`src/rtl/m1_pkg.sv`:
```
// Shared types, coefficients and saturation helper for the 4:2:2 -> RGB stream.
// Latency: n/a (declarations only).
// Backpressure: n/a.
package m1_pkg;

   typedef enum logic [2:0] {
      ST_IDLE,
      ST_PRIME,
      ST_RUN,
      ST_FLUSH,
      ST_DONE
   } state_t;

   // 6-tap half-pel chroma interpolator: taps (21, -52, 159, 159, -52, 21) / 256
   localparam int FIR_C0    = 21;
   localparam int FIR_C1    = 52;
   localparam int FIR_C2    = 159;
   localparam int FIR_RND   = 128;
   localparam int FIR_SHIFT = 8;

   // BT.601 studio-range YUV -> RGB, 16.16 fixed point
   localparam int CSC_Y_OFF = 16;
   localparam int CSC_C_OFF = 128;
   localparam int CSC_KY    = 76284;
   localparam int CSC_KRV   = 104595;
   localparam int CSC_KGU   = 25624;
   localparam int CSC_KGV   = 53281;
   localparam int CSC_KBU   = 132251;
   localparam int CSC_SHIFT = 16;

   // Saturate a signed value to the unsigned range of an sw-bit sample.
   function automatic int clip_sw(input int x, input int sw);
      int hi;
      hi = (1 << sw) - 1;
      if (x < 0) return 0;
      else if (x > hi) return hi;
      else return x;
   endfunction

endpackage

```
`src/rtl/yuv2rgb_csc.sv`:
```
// Per-pixel YUV -> RGB colour conversion: products, then sum + saturate.
// Latency: 2 cycles of i_en (product register, then output register).
// Backpressure: whole pipe freezes while i_en is low; outputs hold.
module yuv2rgb_csc
   import m1_pkg::*;
#(
   parameter int SW = 8
) (
   input  logic            i_clk,
   input  logic            i_rst,
   input  logic            i_en,
   input  logic [SW-1:0]   i_y,
   input  logic [SW-1:0]   i_u,
   input  logic [SW-1:0]   i_v,
   output logic [3*SW-1:0] o_rgb
);

   int w_y, w_u, w_v;
   int w_r, w_g, w_b;
   logic signed [31:0] r_py, r_prv, r_pgu, r_pgv, r_pbu;
   logic [3*SW-1:0] r_rgb;

   // remove the studio-range offsets
   always_comb begin
      w_y = int'(i_y) - CSC_Y_OFF;
      w_u = int'(i_u) - CSC_C_OFF;
      w_v = int'(i_v) - CSC_C_OFF;
   end

   // stage 2: the five coefficient products
   always_ff @(posedge i_clk) begin
      if (i_rst) begin
         r_py  <= '0;
         r_prv <= '0;
         r_pgu <= '0;
         r_pgv <= '0;
         r_pbu <= '0;
      end else if (i_en) begin
         r_py  <= CSC_KY  * w_y;
         r_prv <= CSC_KRV * w_v;
         r_pgu <= CSC_KGU * w_u;
         r_pgv <= CSC_KGV * w_v;
         r_pbu <= CSC_KBU * w_u;
      end
   end

   // per-channel sum, arithmetic shift back to integer, saturate
   always_comb begin
      w_r = clip_sw((r_py + r_prv) >>> CSC_SHIFT, SW);
      w_g = clip_sw((r_py - r_pgu - r_pgv) >>> CSC_SHIFT, SW);
      w_b = clip_sw((r_py + r_pbu) >>> CSC_SHIFT, SW);
   end

   // stage 3: output register
   always_ff @(posedge i_clk) begin
      if (i_rst) r_rgb <= '0;
      else if (i_en) r_rgb <= {SW'(w_r), SW'(w_g), SW'(w_b)};
   end

   assign o_rgb = r_rgb;

endmodule

```
`src/rtl/m1_upsample_csc.sv`:
```
// 4:2:2 YUV pair stream -> 4:4:4 chroma upsample (edge-replicated window) -> RGB pair stream with line/frame framing.
// Latency: 3 cycles from a window shift (input accept or flush step) to out_valid.
// Backpressure: one global enable (!out_valid | out_ready) freezes every stage; in_ready drops while stalled.
// Build option M1_FIR6_EN selects the 6-tap odd-pixel chroma FIR; otherwise a 2-tap average is used.
module m1_upsample_csc
   import m1_pkg::*;
#(
   parameter int LINE_WIDTH = 320,
   parameter int NUM_LINES  = 240,
   parameter int SW         = 8
) (
   input  logic            CLOCK_50_I,
   input  logic            Reset,
   input  logic            start,
   input  logic            in_valid,
   output logic            in_ready,
   input  logic [2*SW-1:0] in_y,
   input  logic [SW-1:0]   in_u,
   input  logic [SW-1:0]   in_v,
   output logic            out_valid,
   input  logic            out_ready,
   output logic [3*SW-1:0] out_rgb0,
   output logic [3*SW-1:0] out_rgb1,
   output logic            out_last,
   output logic            frame_done
);

   localparam int P  = LINE_WIDTH / 2;
   localparam int PW = $clog2(P + 1);
   localparam int LW = $clog2(NUM_LINES + 1);

   state_t          r_state;
   logic [PW-1:0]   r_beat;
   logic [LW-1:0]   r_line;
   logic [1:0]      r_flush;
   logic [SW-1:0]   r_wu [6];
   logic [SW-1:0]   r_wv [6];
   logic [2*SW-1:0] r_dly [3];
   logic [2*SW-1:0] r_s0_y, r_s1_y;
   logic            r_s0_vld, r_s0_last, r_s1_vld, r_s1_last, r_s2_vld, r_s2_last;
   logic            r_out_vld, r_out_last, r_frame_done;
   logic [SW-1:0]   r_s1_ue, r_s1_ve, r_s1_uo, r_s1_vo;
   logic [SW-1:0]   w_uo, w_vo;
   logic            w_en, w_acc;

   assign w_en     = !r_out_vld | out_ready;
   assign in_ready = w_en & ((r_state == ST_PRIME) | (r_state == ST_RUN));
   assign w_acc    = in_valid & in_ready;

   // framing FSM, chroma window, luma delay line and shift-time tap
   always_ff @(posedge CLOCK_50_I) begin
      if (Reset) begin
         r_state      <= ST_IDLE;
         r_beat       <= '0;
         r_line       <= '0;
         r_flush      <= '0;
         r_s0_y       <= '0;
         r_s0_vld     <= 1'b0;
         r_s0_last    <= 1'b0;
         r_frame_done <= 1'b0;
         for (int i = 0; i < 6; i++) begin
            r_wu[i] <= '0;
            r_wv[i] <= '0;
         end
         for (int i = 0; i < 3; i++) r_dly[i] <= '0;
      end else begin
         r_frame_done <= 1'b0;
         // a stage slot with no shift carries a bubble
         if (w_en) begin
            r_s0_vld  <= 1'b0;
            r_s0_last <= 1'b0;
         end
         case (r_state)
            ST_IDLE: begin
               if (start) begin
                  r_state <= ST_PRIME;
                  r_line  <= '0;
                  r_beat  <= '0;
                  r_flush <= '0;
               end
            end
            ST_PRIME: begin
               if (w_acc) begin
                  // left edge: every tap starts as u0/v0
                  for (int i = 0; i < 6; i++) begin
                     r_wu[i] <= in_u;
                     r_wv[i] <= in_v;
                  end
                  r_dly[0] <= in_y;
                  r_dly[1] <= r_dly[0];
                  r_dly[2] <= r_dly[1];
                  r_s0_y   <= r_dly[2];
                  r_beat   <= PW'(1);
                  r_state  <= ST_RUN;
               end
            end
            ST_RUN: begin
               if (w_acc) begin
                  for (int i = 0; i < 5; i++) begin
                     r_wu[i] <= r_wu[i+1];
                     r_wv[i] <= r_wv[i+1];
                  end
                  r_wu[5]  <= in_u;
                  r_wv[5]  <= in_v;
                  r_dly[0] <= in_y;
                  r_dly[1] <= r_dly[0];
                  r_dly[2] <= r_dly[1];
                  // the delay line's oldest entry is the luma of pair beat-3
                  r_s0_y   <= r_dly[2];
                  r_s0_vld <= (r_beat >= PW'(3));
                  r_beat   <= r_beat + PW'(1);
                  if (r_beat == PW'(P - 1)) begin
                     r_state <= ST_FLUSH;
                     r_flush <= '0;
                  end
               end
            end
            ST_FLUSH: begin
               if (w_en) begin
                  // right edge: keep re-inserting the last chroma sample
                  for (int i = 0; i < 5; i++) begin
                     r_wu[i] <= r_wu[i+1];
                     r_wv[i] <= r_wv[i+1];
                  end
                  r_dly[0]  <= '0;
                  r_dly[1]  <= r_dly[0];
                  r_dly[2]  <= r_dly[1];
                  r_s0_y    <= r_dly[2];
                  r_s0_vld  <= 1'b1;
                  r_s0_last <= (r_flush == 2'd2);
                  r_flush   <= r_flush + 2'd1;
                  if (r_flush == 2'd2) begin
                     r_line  <= r_line + LW'(1);
                     r_beat  <= '0;
                     r_state <= (r_line == LW'(NUM_LINES - 1)) ? ST_DONE : ST_PRIME;
                  end
               end
            end
            ST_DONE: begin
               // wait for the frame's final pair to leave before signalling
               if (r_out_vld & out_ready & r_out_last) begin
                  r_frame_done <= 1'b1;
                  r_state      <= ST_IDLE;
               end
            end
            default: r_state <= ST_IDLE;
         endcase
      end
   end

`ifdef M1_FIR6_EN
   int w_fir_u, w_fir_v;
   // 6-tap symmetric FIR for the half-pel (odd pixel) chroma
   always_comb begin
      w_fir_u = FIR_C0 * (int'(r_wu[0]) + int'(r_wu[5]))
              - FIR_C1 * (int'(r_wu[1]) + int'(r_wu[4]))
              + FIR_C2 * (int'(r_wu[2]) + int'(r_wu[3])) + FIR_RND;
      w_fir_v = FIR_C0 * (int'(r_wv[0]) + int'(r_wv[5]))
              - FIR_C1 * (int'(r_wv[1]) + int'(r_wv[4]))
              + FIR_C2 * (int'(r_wv[2]) + int'(r_wv[3])) + FIR_RND;
      w_uo = SW'(clip_sw(w_fir_u >>> FIR_SHIFT, SW));
      w_vo = SW'(clip_sw(w_fir_v >>> FIR_SHIFT, SW));
   end
`else
   // rounded average of the two nearest chroma samples for the odd pixel
   always_comb begin
      w_uo = SW'((int'(r_wu[2]) + int'(r_wu[3]) + 1) >>> 1);
      w_vo = SW'((int'(r_wv[2]) + int'(r_wv[3]) + 1) >>> 1);
   end
`endif

   // stage 1 data plus valid/last tracking through stages 2 and 3
   always_ff @(posedge CLOCK_50_I) begin
      if (Reset) begin
         r_s1_y     <= '0;
         r_s1_ue    <= '0;
         r_s1_ve    <= '0;
         r_s1_uo    <= '0;
         r_s1_vo    <= '0;
         r_s1_vld   <= 1'b0;
         r_s1_last  <= 1'b0;
         r_s2_vld   <= 1'b0;
         r_s2_last  <= 1'b0;
         r_out_vld  <= 1'b0;
         r_out_last <= 1'b0;
      end else if (w_en) begin
         r_s1_y     <= r_s0_y;
         r_s1_ue    <= r_wu[2];
         r_s1_ve    <= r_wv[2];
         r_s1_uo    <= w_uo;
         r_s1_vo    <= w_vo;
         r_s1_vld   <= r_s0_vld;
         r_s1_last  <= r_s0_last;
         r_s2_vld   <= r_s1_vld;
         r_s2_last  <= r_s1_last;
         r_out_vld  <= r_s2_vld;
         r_out_last <= r_s2_last;
      end
   end

   yuv2rgb_csc #(.SW(SW)) u_csc_even (
      .i_clk (CLOCK_50_I),
      .i_rst (Reset),
      .i_en  (w_en),
      .i_y   (r_s1_y[2*SW-1:SW]),
      .i_u   (r_s1_ue),
      .i_v   (r_s1_ve),
      .o_rgb (out_rgb0)
   );

   yuv2rgb_csc #(.SW(SW)) u_csc_odd (
      .i_clk (CLOCK_50_I),
      .i_rst (Reset),
      .i_en  (w_en),
      .i_y   (r_s1_y[SW-1:0]),
      .i_u   (r_s1_uo),
      .i_v   (r_s1_vo),
      .o_rgb (out_rgb1)
   );

   assign out_valid  = r_out_vld;
   assign out_last   = r_out_last;
   assign frame_done = r_frame_done;

endmodule

```
`config.mk`:
```
export PLATFORM = sky130hd
export DESIGN_NAME = m1_upsample_csc
export DESIGN_NICKNAME = d
export VERILOG_FILES = /design/src/rtl/m1_pkg.sv /design/src/rtl/yuv2rgb_csc.sv /design/src/rtl/m1_upsample_csc.sv
export SDC_FILE = /design/constraint.sdc
export NUM_CORES = 2
export LEC_CHECK = 0
export CORE_UTILIZATION = 40
export CTS_CLUSTER_SIZE = 28
export DETAILED_ROUTE_END_ITERATION = 7
export GPL_ROUTABILITY_DRIVEN = 0
export SYNTH_ARGS = -nofsm -noshare
export SYNTH_HDL_FRONTEND = slang
export SYNTH_SLANG_ARGS = --single-unit
```
`constraint.sdc`:
```
create_clock -name CLOCK_50_I -period 5.4 [get_ports CLOCK_50_I]
set_input_delay 0.54 -clock CLOCK_50_I [delete_from_list [all_inputs] [get_ports CLOCK_50_I]]
set_output_delay 0.54 -clock CLOCK_50_I [all_outputs]
set_load 0.02 [all_outputs]
```
# Word level (Yosys, flattened, before mapping)

Memories as Yosys holds them, arrays and structs flattened.
Cells that the tools add are included.

Bits in registers: 452
RAM bits: 144
Word-level logic and storage cells: 258
Memories: 3

Add/sub/neg operators: 21
Multiply operators: 10
$lt $le $gt $ge: 13
Eq/ne operators: 15
Muxes and demuxes: 102
Bitwise logic cells: 50
Reductions and logical operators: 13

Memory list:

| name  | depth | bits a word | read ports | clocked after Yosys merged registers in | write ports | RTL line              | source |
|---|---|---|---|---|---|---|---|
| r_dly | 3     | 16          | 3          | 0                                       | 3           | m1_upsample_csc.sv:38 | `logic [2*SW-1:0] r_dly [3];` |
| r_wu  | 6     | 8           | 5          | 0                                       | 6           | m1_upsample_csc.sv:36 | `logic [SW-1:0] r_wu [6];` |
| r_wv  | 6     | 8           | 5          | 0                                       | 6           | m1_upsample_csc.sv:37 | `logic [SW-1:0] r_wv [6];` |

Operator list:

| cell                                                                              | number |
|---|---|
| 8-bit 2-to-1 mux                                                                  | 53 |
| 16-bit 2-to-1 mux                                                                 | 11 |
| 32-bit adder                                                                      | 4 |
| 32-bit subtractor                                                                 | 4 |
| 16-bit by 9-bit greater-than comparator with 1-bit output (second input constant) | 6 |
| 16-bit by 1-bit < comparator with 1-bit output (second input constant)            | 6 |
| 13-bit by 32-bit multiplier with 29-bit output (first input constant)             | 2 |
| 16-bit by 32-bit multiplier with 30-bit output (first input constant)             | 2 |
| 17-bit by 32-bit multiplier with 32-bit output (first input constant)             | 2 |
| 18-bit by 32-bit multiplier with 32-bit output (first input constant)             | 2 |
| 19-bit by 32-bit multiplier with 32-bit output (first input constant)             | 2 |
| 1-bit bitwise OR                                                                  | 45 |
| 8-bit by 8-bit subtractor with 9-bit output (second input constant)               | 4 |
| 16-bit one-hot mux with 2 select lines                                            | 1 |
| 8-bit one-hot mux with 4 select lines                                             | 1 |
| 3-bit 2-to-1 mux                                                                  | 8 |
| 1-bit 2-to-1 mux                                                                  | 20 |
| 8-bit by 8-bit adder with 9-bit output                                            | 2 |
| 9-bit by 1-bit adder with 9-bit output (second input constant)                    | 2 |
| 8-bit by 5-bit subtractor with 9-bit output (second input constant)               | 2 |
| 8-bit by 1-bit adder with 8-bit output (second input constant)                    | 2 |
| 8-bit == test (second input constant)                                             | 2 |
| 8-bit one-hot mux with 2 select lines                                             | 1 |
| 3-bit one-hot mux with 5 select lines                                             | 1 |
| 24 further kinds                                                                  | 39 |

# Longest topological paths before layout

Word-level depth: 11
Gate-level depth with buffers: 23
Depth with buffers taken out: 23

# Cells and area by module

From an unflattened synthesis, not the netlist that was laid out.

Cell total of the unflattened synthesis: 4,841
Area, all modules: 44,983.1 um2

By module, submodules not included:

| module                    | times used | cells an instance | area an instance (um2) |
|---|---|---|---|
| yuv2rgb_csc at u_csc_even | 1          | 1,985             | 18,166.2 |
| yuv2rgb_csc at u_csc_odd  | 1          | 2,007             | 18,072.3 |
| m1_upsample_csc           | 1          | 849               | 8,744.6 |

# Worst setup path before layout

OpenSTA, ideal clock, no wires.

Kind: reg-to-reg
Start point: register r_s1_y[4]
End point: register u_csc_odd.r_py[28]
Setup time: 0.058 ns
Arrival time: 5.548 ns
Data required time: 5.342 ns
Slack: -0.206 ns
Stages on the path, launching flop included: 22
Path buffers: 0
Clock period less this slack: 5.606 ns
Path through: dfxtp_1 inv_1 ha_1 xor2_1 inv_1 ha_1 inv_1 ha_1 fa_1 fa_1 inv_1 fa_1 inv_1 ha_1 a2111oi_0 nor4b_1 a2111oi_1 o41ai_1 a21oi_1 nor3b_1 nor4_1 a21o_1

Longest elaborated chain between the ends: 2

Ends and longest elaborated chain:

| what                                           | RTL line               | source |
|---|---|---|
| start, declared                                | m1_upsample_csc.sv:39  | `logic [2*SW-1:0] r_s0_y, r_s1_y;` |
| start signal, assigned                         | m1_upsample_csc.sv:187 | `r_s1_y <= r_s0_y;` |
| 8-bit by 5-bit subtractor with 9-bit output    | yuv2rgb_csc.sv:25      | `w_y = int'(i_y) - CSC_Y_OFF;` |
| 16-bit by 32-bit multiplier with 30-bit output | yuv2rgb_csc.sv:39      | `r_py <= CSC_KY * w_y;` |
| end signal, assigned                           | yuv2rgb_csc.sv:39      |  |
| end, declared                                  | yuv2rgb_csc.sv:20      | `logic signed [31:0] r_py, r_prv, r_pgu, r_pgv, r_pbu;` |

Every way passes these cells.
A chain may end at the register's enable or synchronous reset.

# Worst setup path after layout

Start point: register r_s1_y[10]
End point: register u_csc_even.r_py[30]

Longest elaborated chain between the ends: 2

Ends and longest elaborated chain:

| what                                           | RTL line |
|---|---|
| 8-bit by 5-bit subtractor with 9-bit output    | yuv2rgb_csc.sv:25 |
| 16-bit by 32-bit multiplier with 30-bit output | yuv2rgb_csc.sv:39 |
| end signal, assigned                           | yuv2rgb_csc.sv:39 |
| end, declared                                  | yuv2rgb_csc.sv:20 |

Every way passes these cells.

==> flow_summary_export.csv <==
group,metric,value,unit
status,status,"completed",
setup_path,cp-start-kind,"flop",
clock_tree,numCtsBuffers,69,
setup_path,worstPathRequired,5.96,ns
synthesis,syn_area_per_cell,9.02,um2
global_route,grt_pass1_wl,205,mm
global_route,track_usage,0.213,
detailed_routing,drc,0,
setup_path,path_class,"flop to flop",
setup_path,r2r-end,"u_csc_even.r_py[30]",
synthesis,ys_types,93,
synthesis,syn_nets,6524,
clock_tree,root_buffer,"clkbuf_16",
synthesis,synthArstFlopShare,0,
sta,setup_viol,0,
synthesis,netlist_area,48000,um2
setup_path,rr_startpoint,"r_s1_y[10]",
cells_and_area,fin_util,0.458,
setup_path,cp_max_fo,3,
setup_path,reg2regPathDepth,18,
global_route,met3_usage,0.0232,
die,start_util,0.405,
sta,period_needed,5.16,ns
placed_design,place_hpwl,103,mm
clock_tree,clk_pin_slew,0.06,ns
synthesis,syn_inst,5322,
global_route,grt_pass1_vias,37300,
detailed_routing,dr.pass1.iters,5,
die,die_x,348,um
cells_and_area,syn2layout_area_growth,13.2,%
hold_path,holdPathStages,2,
cells_and_area,fin_area,54300,um2
die,rows,126,
detailed_routing,vias_per_cell,5.30,
global_route,gr-usage-met1,0.282,
clock_tree,cts_tree,"built",
synthesis,synth_commonest_cells,"ha_1, nand2_1, inv_1, a21oi_1, dfxtp_1",
synthesis,yosysTopAreaCell,"ha_1",
sta,clock.fmax,194,MHz
sta,finalHoldViolations,0,
placed_design,place_ws,-0.118,ns
synthesis,yosys_warnings,0,
global_route,busiest_layer,"met2",
die,fp.coreArea,119000,um2
synthesis,yosysTopAreaCellShare,0.241,
sta,relSlewSlack,0.135,
clock_tree,insertion_delay,0.68,ns
global_route,antenna_found_initial,0,
detailed_routing,antenna_left,0,
sta,tns,0,ns
cells_and_area,nets,6706,
synthesis,synth.area.top_cells,"ha_1, dfxtp_1, fa_1",
synthesis,synth_edf_count,112,
setup_path,crit_arrival,5.72,ns
die,die_area,121000,um2
detailed_routing,num_vias,37900,
setup_path,end_kind,"flop",
synthesis,ys_ff_latch,554,
synthesis,synth_top_flop_cell,"dfxtp_1",
cells_and_area,diodes,0,
sta,final_max_slew_viol_count,0,
hold_path,hold_class,"input pin to flop",
placed_design,dpl_cell_area,51700,um2
hold_path,min_to,"u_csc_odd.r_pbu[9]",
clock_tree,cts_buffer_depth,3,
clock_tree,h-tree-depth,3,
detailed_routing,wl,129,mm
sta,fin_skew,0.0532,ns
synthesis,synth.most_common_cell,"ha_1",
clock_tree,postCtsHoldBufs,0,
die,die_height,348,um
hold_path,hp-start,"Reset",
clock_tree,clock-sinks,554,
global_route,grt-ovfl-total,0,
setup_path,rrSetupSlack,0.24,ns
die,io_pins,89,
global_route,gr-usage-met2,0.362,
sta,post-route-period-util,0.956,
cells_and_area,drive_gt1_frac,0.0774,
detailed_routing,detail_route.iter0.violations,2184,
global_route,grt_max_degree,114,
sta,worstMarginPinSlew,1.30,ns
sta,fin_ws,0.239,ns
placed_design,port_buffers,88,
synthesis,ys_seq_area_frac,0.254,
detailed_routing,wire_per_inst,18.1,um
job,maxCapViolCount,0,
[worst max-delay path by stage]
stage	start	endpoint	slack [ns]
finish	r_s1_y[10]	u_csc_even.r_py[30]	0.24
detailed placement	r_s1_y[4]	u_csc_odd.r_py[30]	-0.12
global route	r_s1_y[13]	u_csc_even.r_py[30]	-0.06
global placement	r_s1_y[4]	u_csc_odd.r_py[25]	-0.04
CTS	r_s1_y[0]	u_csc_odd.r_py[25]	0.005
floorplan	r_s1_ve[7]	u_csc_even.r_prv[26]	0.01
[per-layer routing]
layer | part of all wire | wire (um)
met1 | 0.47 | 60300
met3 | 0.035 | 4520
met2 | 0.47 | 60300
met5 | 0 | 0
met4 | 0.033 | 4220
[placed cells by master (no fill, tap or decap), types with 112 or more instances in the layout]
cell,count
a21oi_1,467
buf_4,170
dfxtp_1,436
edfxtp_1,112
fa_1,238
ha_1,917
inv_1,606
nand2_1,625
nor2_1,220
o21ai_0,143
xnor2_1,159
[state kept, by name, indices dropped and copies added (netlist names), 16 cells and up, named ones only]
name / flops
u_csc_even.r_pgu: 26
u_csc_even.r_pbu: 32
r_wu: 32
r_wv: 32
u_csc_odd.r_pgu: 26
u_csc_odd.r_py: 30
u_csc_even.r_pgv: 32
u_csc_odd.r_prv: 31
u_csc_even.r_py: 30
u_csc_even.r_prv: 30
r_s0_y: 16
r_dly: 48
r_s1_y: 16
u_csc_odd.r_pbu: 32
u_csc_odd.r_pgv: 31
u_csc_even.o_rgb: 24
u_csc_odd.o_rgb: 24
[kinds of logic after synthesis]
| logic type | Yosys count | share of synthesized area |
|---|---|---|
| AND/OR/NAND/NOR | 1368 | 0.133 |
| AO/OA/AOI/OAI | 1204 | 0.162 |
| adder cells (fa/ha/maj) | 1165 | 0.341 |
| buffers and inverters | 762 | 0.0597 |
| flip-flops | 554 | 0.254 |
| XOR/XNOR | 248 | 0.0453 |
| multiplexers | 21 | 0.00448 |
[per-stage QoR]
stage / instances / hold slack (ns)
finish: 7159 / 0.285
global route: 7159 / 0.269
CTS: 7151 / 0.249
detailed placement: 7025 / 0.445
global placement: 7025 / 0.436
floorplan: 5322 / 0.427
[critical path: stages, from the launching register on]
cell and delay, ns:
dfxtp_1 0.32, fa_1 0.50, fa_1 0.55, inv_1 0.05
fa_1 0.43, fa_1 0.47, fa_1 0.50, inv_1 0.04
ha_1 0.20, a21o_1 0.17, a21o_1 0.18, a32oi_2 0.23
a211oi_2 0.13, or3_1 0.35, a311o_1 0.40, a21oi_2 0.15
xnor2_1 0.12, nor2_1 0.07, a21o_1 0.16
[timing repair]
action / 4_1_cts / 5_1_grt
setup buffers: 0 / 8
endpoints found under the setup margin: 10 / 39
gates resized for setup: 7 / 64
gates cloned: 0 / 0
pin swaps: 1 / 27
[layout make-up]
cell class              instances  area, um2
inverters                     611       2300
well taps                    1600       2000
flip-flops and latches        554      12200
fillers                     11500      64200
repair buffers                262       2240
clock inverters                37        375
multi-input cells            4006      33300
clock buffers                  89       1870
Power is not shown: default switching activity piles up to over one toggle a cycle in this logic, so the estimate is an artifact.
